**src/rtl/ls_issue_if.sv**
```systemverilog
// ls_issue_if: request, load-response and memory-port bundle of the load/store issue unit.
//  master: requester/consumer/memory side (drives req_*, resp_ready, mem_rdata)
//  slave : the issue unit (drives req_ready, resp_*, mem_rd, mem_addr, mem_wr_data)
interface ls_issue_if #(
  parameter int AW = 8,
  parameter int DW = 32
);
  logic          req_valid;
  logic          req_ready;
  logic          req_we;
  logic [AW-1:0] req_addr;
  logic [DW-1:0] req_wdata;
  logic          resp_valid;
  logic          resp_ready;
  logic [DW-1:0] resp_data;
  logic [AW-1:0] resp_addr;
  logic          mem_rd;
  logic [AW-1:0] mem_addr;
  logic [DW-1:0] mem_wr_data;
  logic [DW-1:0] mem_rdata;
  modport master (
    output req_valid, req_we, req_addr, req_wdata, resp_ready, mem_rdata,
    input  req_ready, resp_valid, resp_data, resp_addr, mem_rd, mem_addr, mem_wr_data
  );
  modport slave (
    input  req_valid, req_we, req_addr, req_wdata, resp_ready, mem_rdata,
    output req_ready, resp_valid, resp_data, resp_addr, mem_rd, mem_addr, mem_wr_data
  );
endinterface

```
**src/rtl/ls_issue_unit.sv**
```systemverilog
// ls_issue_unit: FIFO-buffered load/store issue stage in front of a word-addressed memory.
//  clk, rst_n (sync, active low); bus: request, load response and memory port (slave side);
//  busy: FIFO non-empty or FSM active; ld_count/st_count: issued op counters (wrap at 256).
module ls_issue_unit #(
  parameter int AW      = 8,
  parameter int DW      = 32,
  parameter int DEPTH   = 4,
  parameter int MEM_LAT = 1
) (
  input  logic       clk,
  input  logic       rst_n,
  ls_issue_if.slave  bus,
  output logic       busy,
  output logic [7:0] ld_count,
  output logic [7:0] st_count
);
  localparam int PW = $clog2(DEPTH);
  localparam int CW = $clog2(MEM_LAT + 1);
  typedef enum logic [1:0] {IDLE, ISSUE, WAIT, RESP} state_t;
  typedef struct packed {
    logic          we;
    logic [AW-1:0] addr;
    logic [DW-1:0] wdata;
  } op_t;
  op_t           fifo_q [DEPTH];
  op_t           head;
  state_t        state_q, state_d;
  logic [PW-1:0] rd_ptr_q, rd_ptr_d, wr_ptr_q, wr_ptr_d;
  logic [PW:0]   cnt_q, cnt_d;
  logic [CW-1:0] wcnt_q, wcnt_d;
  logic          mem_rd_q, mem_rd_d, resp_valid_q, resp_valid_d;
  logic [AW-1:0] mem_addr_q, mem_addr_d, resp_addr_q, resp_addr_d;
  logic [DW-1:0] mem_wr_data_q, mem_wr_data_d, resp_data_q, resp_data_d;
  logic [7:0]    ld_count_q, ld_count_d, st_count_q, st_count_d;
  logic          push, pop, empty, full;
  assign empty = cnt_q == '0;
  assign full  = cnt_q == (PW+1)'(DEPTH);
  assign push  = bus.req_valid && !full;
  assign head  = fifo_q[rd_ptr_q];
  // The op presented in ISSUE is a store exactly when mem_rd is low, so mem_rd_q doubles as the op type.
  always_comb begin
    state_d       = state_q;
    wcnt_d        = wcnt_q;
    pop           = 1'b0;
    mem_rd_d      = 1'b1;
    mem_addr_d    = mem_addr_q;
    mem_wr_data_d = mem_wr_data_q;
    resp_valid_d  = resp_valid_q;
    resp_data_d   = resp_data_q;
    resp_addr_d   = resp_addr_q;
    ld_count_d    = ld_count_q;
    st_count_d    = st_count_q;
    case (state_q)
      IDLE: pop = !empty;
      ISSUE: begin
        st_count_d = st_count_q + {7'd0, !mem_rd_q};
        ld_count_d = ld_count_q + {7'd0, mem_rd_q};
        wcnt_d     = '0;
        pop        = !mem_rd_q && !empty;
        state_d    = mem_rd_q ? WAIT : IDLE;
      end
      WAIT: begin
        wcnt_d = wcnt_q + 1'b1;
        if (wcnt_q == CW'(MEM_LAT - 1)) begin
          resp_valid_d = 1'b1;
          resp_data_d  = bus.mem_rdata;
          resp_addr_d  = mem_addr_q;
          state_d      = RESP;
        end
      end
      RESP: if (bus.resp_ready) begin
        resp_valid_d = 1'b0;
        pop          = !empty;
        state_d      = IDLE;
      end
    endcase
    // Write data is only loaded for stores so it holds its last value across loads.
    if (pop) begin
      state_d       = ISSUE;
      mem_rd_d      = !head.we;
      mem_addr_d    = head.addr;
      mem_wr_data_d = head.we ? head.wdata : mem_wr_data_q;
    end
    wr_ptr_d = wr_ptr_q + PW'(push);
    rd_ptr_d = rd_ptr_q + PW'(pop);
    cnt_d    = cnt_q + (PW+1)'(push) - (PW+1)'(pop);
  end
  always_ff @(posedge clk) begin
    if (!rst_n) begin
      state_q       <= IDLE;
      wcnt_q        <= '0;
      rd_ptr_q      <= '0;
      wr_ptr_q      <= '0;
      cnt_q         <= '0;
      mem_rd_q      <= 1'b1;
      mem_addr_q    <= '0;
      mem_wr_data_q <= '0;
      resp_valid_q  <= 1'b0;
      resp_data_q   <= '0;
      resp_addr_q   <= '0;
      ld_count_q    <= '0;
      st_count_q    <= '0;
    end else begin
      state_q       <= state_d;
      wcnt_q        <= wcnt_d;
      rd_ptr_q      <= rd_ptr_d;
      wr_ptr_q      <= wr_ptr_d;
      cnt_q         <= cnt_d;
      mem_rd_q      <= mem_rd_d;
      mem_addr_q    <= mem_addr_d;
      mem_wr_data_q <= mem_wr_data_d;
      resp_valid_q  <= resp_valid_d;
      resp_data_q   <= resp_data_d;
      resp_addr_q   <= resp_addr_d;
      ld_count_q    <= ld_count_d;
      st_count_q    <= st_count_d;
    end
  end
  always_ff @(posedge clk) begin
    if (push) fifo_q[wr_ptr_q] <= {bus.req_we, bus.req_addr, bus.req_wdata};
  end
  assign bus.req_ready   = !full;
  assign bus.resp_valid  = resp_valid_q;
  assign bus.resp_data   = resp_data_q;
  assign bus.resp_addr   = resp_addr_q;
  assign bus.mem_rd      = mem_rd_q;
  assign bus.mem_addr    = mem_addr_q;
  assign bus.mem_wr_data = mem_wr_data_q;
  assign busy            = !empty || state_q != IDLE;
  assign ld_count        = ld_count_q;
  assign st_count        = st_count_q;
endmodule
```
**src/flat_wrapper.sv**
```systemverilog
// flat-port wrapper written by rule: the top's interface ports become plain ports
module ls_issue_unit_flat 
#(
  parameter int AW      = 8,
  parameter int DW      = 32,
  parameter int DEPTH   = 4,
  parameter int MEM_LAT = 1
)
  (clk, rst_n, busy, ld_count, st_count, bus_req_valid, bus_req_we, bus_req_addr, bus_req_wdata, bus_resp_ready, bus_mem_rdata, bus_req_ready, bus_resp_valid, bus_resp_data, bus_resp_addr, bus_mem_rd, bus_mem_addr, bus_mem_wr_data);
  ls_issue_if #(.AW(AW), .DW(DW)) bus_i ();
  input  logic clk;
  input  logic rst_n;
  output logic busy;
  output logic [7:0] ld_count;
  output logic [7:0] st_count;
  input wire logic [$bits(bus_i.req_valid)-1:0] bus_req_valid;
  input wire logic [$bits(bus_i.req_we)-1:0] bus_req_we;
  input wire logic [$bits(bus_i.req_addr)-1:0] bus_req_addr;
  input wire logic [$bits(bus_i.req_wdata)-1:0] bus_req_wdata;
  input wire logic [$bits(bus_i.resp_ready)-1:0] bus_resp_ready;
  input wire logic [$bits(bus_i.mem_rdata)-1:0] bus_mem_rdata;
  output wire logic [$bits(bus_i.req_ready)-1:0] bus_req_ready;
  output wire logic [$bits(bus_i.resp_valid)-1:0] bus_resp_valid;
  output wire logic [$bits(bus_i.resp_data)-1:0] bus_resp_data;
  output wire logic [$bits(bus_i.resp_addr)-1:0] bus_resp_addr;
  output wire logic [$bits(bus_i.mem_rd)-1:0] bus_mem_rd;
  output wire logic [$bits(bus_i.mem_addr)-1:0] bus_mem_addr;
  output wire logic [$bits(bus_i.mem_wr_data)-1:0] bus_mem_wr_data;
  assign bus_i.req_valid = bus_req_valid;
  assign bus_i.req_we = bus_req_we;
  assign bus_i.req_addr = bus_req_addr;
  assign bus_i.req_wdata = bus_req_wdata;
  assign bus_i.resp_ready = bus_resp_ready;
  assign bus_i.mem_rdata = bus_mem_rdata;
  assign bus_req_ready = bus_i.req_ready;
  assign bus_resp_valid = bus_i.resp_valid;
  assign bus_resp_data = bus_i.resp_data;
  assign bus_resp_addr = bus_i.resp_addr;
  assign bus_mem_rd = bus_i.mem_rd;
  assign bus_mem_addr = bus_i.mem_addr;
  assign bus_mem_wr_data = bus_i.mem_wr_data;
  ls_issue_unit #(.AW(AW), .DW(DW), .DEPTH(DEPTH), .MEM_LAT(MEM_LAT)) u_core (.clk(clk), .rst_n(rst_n), .bus(bus_i), .busy(busy), .ld_count(ld_count), .st_count(st_count));
endmodule
```
**config.mk**
```make
export PLATFORM = sky130hd
export DESIGN_NAME = ls_issue_unit_flat
export DESIGN_NICKNAME = d
export VERILOG_FILES = /design/src/rtl/ls_issue_if.sv /design/src/rtl/ls_issue_unit.sv /design/src/flat_wrapper.sv
export SDC_FILE = /design/constraint.sdc
export NUM_CORES = 1
export LEC_CHECK = 0
export BUFFER_PORTS_ARGS = -buffer_cell sky130_fd_sc_hd__buf_2
export CAP_MARGIN = 40
export CORE_ASPECT_RATIO = 0.8
export CORE_MARGIN = 5
export CORE_UTILIZATION = 40
export CTS_CLUSTER_DIAMETER = 40
export DETAILED_ROUTE_END_ITERATION = 7
export GPL_ROUTABILITY_DRIVEN = 0
export PLACE_DENSITY = 0.57
export SYNTH_ARGS = -nofsm -noshare
export SYNTH_HDL_FRONTEND = slang
export SYNTH_SLANG_ARGS = --single-unit
```
**constraint.sdc**
```tcl
create_clock -name clk -period 4.9 [get_ports clk]
set_input_delay 0 -clock clk [delete_from_list [all_inputs] [get_ports clk]]
set_output_delay 0 -clock clk [all_outputs]
set_load 0.005 [all_outputs]
```
==> impl_summary.txt <==
----------------------------------------------------
[Route]
  Routed wirelength normalized by instance count ... 17.5 um
  Iteration-0 DRC count of the detailed router ... 360
  Residual DRC count ... 0
  Total wirelength of the detailed-routed design ... 23.1 mm
  Number of detailed-routing iterations run before antenna repair ... 5
  Final antenna-violating net count ... 0
  DR vias/cell ... 4.94
  Total vias in the final route ... 6517

[Synthesis]
  Top cell type's share of synthesized area ... 47.8%
  YS warnings ... 0
  Net count after synthesis ... 802
  Instance count of the mapped netlist ... 711
  Most numerous cell in the Yosys netlist ... sky130_fd_sc_hd__edfxtp_1
  Xor/xnor cell area share of the yosys netlist ... 1.02%
  Post-synthesis async set-or-reset flop share ... 0%
  Register bit count reported by yosys ... 272
  Distinct cells, synth ... 38
  Post-Synthesis Mean Instance Area ... 14.5 um^2
  Top flip-flop cell by instance count after synthesis ... sky130_fd_sc_hd__edfxtp_1
  Leading post-synthesis cells by cell area ... sky130_fd_sc_hd__edfxtp_1 48%, sky130_fd_sc_hd__dfxtp_1 21%, sky130_fd_sc_hd__mux4_2 9.0%
  Compound-cell area share of the yosys netlist ... 5.95%
  Post-synthesis share of cell area spent on and, or, nand and nor gates ... 9.80%
  Number of enable-type register cells in the synthesized netlist ... 164
  Top post-synthesis cells by count ... 164 x sky130_fd_sc_hd__edfxtp_1, 126 x sky130_fd_sc_hd__nand2_1, 108 x sky130_fd_sc_hd__dfxtp_1, 44 x sky130_fd_sc_hd__a21boi_0, 41 x sky130_fd_sc_hd__mux4_2
  Post-synth design cell area ... 0.0103 mm^2
  Library cell occupying the most area in the post-synthesis netlist ... sky130_fd_sc_hd__edfxtp_1
  Adder-cell area share of the yosys netlist ... 1.77%
  Mux contribution to synthesized area ... 10.2%
  Dominant combinational cell family by area after synthesis ... multiplexers
  Share of the yosys chip area belonging to registers ... 68.8%

[Setup path]
  Register-to-register setup slack ... 1.96 ns
  Kind of end point of the critical path ... flip-flop
  Worst flop-to-flop path startpoint ... u_core.state_q[1]$_SDFFE_PP0P_
  Data required time of the worst path ... 5.29 ns
  Kind of start point of the critical path ... flip-flop
  CP Max Fanout ... 13
  WP data arrival ... 3.33 ns
  Critical setup path kind ... reg2reg
  Source of the critical timing path ... u_core.state_q[1]$_SDFFE_PP0P_

[Global routing]
  Antenna violations before repair ... 0
  First-pass GRT wire length ... 36.9 mm
  GRT Residual Overflow ... 0
  Via count of the first global-routing pass ... 6770
  Overall Global Routing Usage ... 15.8%
  Largest net degree at the start of global routing ... 84

[Timing]
  Final-report hold violation count ... 0
  Final critical path time including I/O delays and setup ... 2.94 ns
  Slew of the pin with the lowest slew margin ... 0.842 ns
  Final number of setup-violating endpoints ... 0
  Max Clock Freq ... 0.340 GHz
  Final worst clock skew ... 0.0115 ns
  Fraction of the cycle the final worst path needs ... 60.1%
  RSZ-0062 raised after global routing ... false
  Summed negative setup slack over all endpoints ... 0 ns
  Max Slew Vio Count ... 0
  Relative slew margins ... 43.8%

[Placement]
  Quantity of I/O buffers inserted on ports ... 176
  Total half-perimeter wirelength after legalization and detailed placement ... 13.5 mm
  Placed Cells ... 1177

[Clocking]
  Number of gates given a new drive strength after cts ... 0
  Clock root buffer master ... sky130_fd_sc_hd__clkbuf_16
  Clock transition at path regs ... 0.05 ns
  Maximum level of the CTS H-tree ... 2
  Max Buffers Root-to-Sink ... 3
  CTS tree ... yes
  Post-CTS Setup Bufs ... 0
  Clock latency reported for the late side of the worst-skew pair ... 0.50 ns
  Total clock buffers created by CTS ... 34
  Total clock sinks ... 272

[Power and ir drop]
  Share of power burned in the clock network ... 37.1%
  Power density cells ... 531 mW/mm^2
  Fraction of power spent switching nets ... 27.8%
  Portion of total power attributed to combinational logic ... 21.5%
  Net switching power ... 1.99 mW
  Largest voltage drop on the vdd net ... 0.000291 V
  Design internal power ... 5.19 mW
  Leakage power ... 5.08 nW
  Share of total power in sequential cells ... 41.4%

[Hold path]
  Hold Path Origin ... bus_req_valid
  Worst min-delay path class ... in2reg

[Layout]
  Final layout net count ... 1059
  Area overhead of the layout relative to synthesis ... 31.3%
  Share of layout cells above drive strength 1 ... 29.9%
  Count of antenna diodes in the layout ... 0
  Number of inserted filler cells in the final layout ... 2102
  Utilization after layout ... 53.4%
  Non-filler cells in the finished layout ... 1318

[Floorplan]
  Die height ... 154 um
  Initial core utilization ... 40.7%
  Core area ... 0.0253 mm^2
  DIE WIDTH ... 189 um
  Total Die Area ... 0.0291 mm^2
  Site row count ... 52
  Total I/O pin count ... 177

[Status]
  Run status ... finished, final reports clean

[Flow run]
  Max-cap violation count ... 0

----------------------------------------------------
## what timing repair did
item	4_1_cts	5_1_grt
hold buffers	79	0
endpoints found under the hold margin	204	0
endpoints found under the setup margin	0	0
## cells in the final DEF (no fill, tap or decap), drive strengths merged
cell type,Yosys,layout
xor2,2,2
dlygate4sd3,0,79
a21boi,44,44
or3,4,4
mux2i,13,13
nand2,126,126
fa,1,1
nand2b,3,3
a21o,1,1
nand4,38,38
and3,3,3
o221a,1,1
dfxtp,108,108
xnor2,10,10
inv,9,10
a311oi,1,1
clkinvlp,0,3
nand3,1,1
clkbuf,29,43
buf,16,187
o31a,1,1
a31oi,1,1
nor2,3,3
edfxtp,164,164
mux4,41,41
a21oi,2,2
bufinv,0,5
a211oi,1,1
nor3,2,2
o21ai,38,38
clkinv,0,10
and2,16,16
nor2b,16,16
ha,13,13
nor3b,1,1
o21a,1,1
a22oi,1,1
## per-stage QoR
| stage | hold WS (ns) | total power [mW] | instance area, um^2 | setup WS [ns] |
|---|---|---|---|---|
| after floorplan | 0.0989 | 4.01 | 10300 | 0.743 |
| after CTS | 0.0935 | 7.29 | 13500 | 1.97 |
| after global routing | 0.195 | 7.58 | 13500 | 1.72 |
| after detailed placement | 0.220 | 4.54 | 11500 | 1.99 |
| final | 0.115 | 7.18 | 13500 | 1.96 |
| after global placement | 0.220 | 4.52 | 11500 | 2.01 |
## layout make-up
| type | count | area (um^2) | area share (%) |
|---|---|---|---|
| Sequential cell | 272 | 7090 | 52.4 |
| Multi-Input combinational cell | 385 | 2990 | 22.1 |
| Timing Repair Buffer | 266 | 1770 | 13.1 |
| Clock buffer | 43 | 980 | 7.24 |
| Tap cell | 324 | 405 | 3.00 |
| Clock inverter | 19 | 262 | 1.93 |
| Inverter | 9 | 33.8 | 0.250 |
## routing by layer
metal	up-vias	track usage, %	routed length, um
met1	3183	21.8	10500
met2	146	25.2	10900
met4	0	5.27	610
met3	53	3.35	1080
met5	-	0	0
li1	3135	-	-
## registers in the layout, indices dropped and copies added (netlist names)
name                    cells
u_core.bus.resp_addr        8
u_core.wr_ptr_q             2
u_core.state_q              2
u_core.rd_ptr_q             2
u_core.cnt_q                3
u_core.bus.resp_data       32
u_core.bus.mem_rd           1
u_core.st_count             8
u_core.bus.mem_wr_data     32
u_core.bus.resp_valid       1
u_core.bus.mem_addr         8
u_core.ld_count             8
u_core.wcnt_q               1
u_core.fifo_q             164
## worst max-delay path: stages (launching register included)
cell and delay [ns]:
sky130_fd_sc_hd__dfxtp_1 0.34, sky130_fd_sc_hd__inv_1 0.14, sky130_fd_sc_hd__ha_1 0.52, sky130_fd_sc_hd__nand2b_1 0.20
sky130_fd_sc_hd__a311oi_4 0.33, sky130_fd_sc_hd__ha_1 0.27, sky130_fd_sc_hd__inv_1 0.06, sky130_fd_sc_hd__ha_1 0.14
sky130_fd_sc_hd__inv_1 0.05, sky130_fd_sc_hd__fa_1 0.37, sky130_fd_sc_hd__xnor2_1 0.14, sky130_fd_sc_hd__xnor2_1 0.12
sky130_fd_sc_hd__and2_1 0.15
## power groups by stage
| stage | clock network (mW) | registers (mW) | logic (mW) |
|---|---|---|---|
| final | 2.66 | 2.97 | 1.55 |
| after global routing | 2.84 | 3.01 | 1.72 |
| after floorplan | 0 | 3.00 | 1.01 |
| after CTS | 2.74 | 2.98 | 1.58 |
| after global placement | 0 | 3.02 | 1.49 |
| after detailed placement | 0 | 3.02 | 1.52 |
## logic make-up after synthesis
kind of cell,after synthesis
DFF,272
and+or+nand+nor,213
AOI/OAI and AO/OA,92
buffers and inverters,54
muxes,54
adders and majority gates,14
xor gates and xnor gates,12
## path summary, 6_finish.rpt
| check | to | cells after the start |
|---|---|---|
| hold / removal | u_core.cnt_q[0]$_SDFF_PN0_ | 5 |
| hold reg to reg | u_core.bus.mem_wr_data[9]$_SDFFE_PN0P_ | 2 |
| setup / recovery | u_core.cnt_q[2]$_SDFF_PN0_ | 12 |
| setup reg to reg | u_core.cnt_q[2]$_SDFF_PN0_ | 12 |
(Power assumes the default switching activity.)
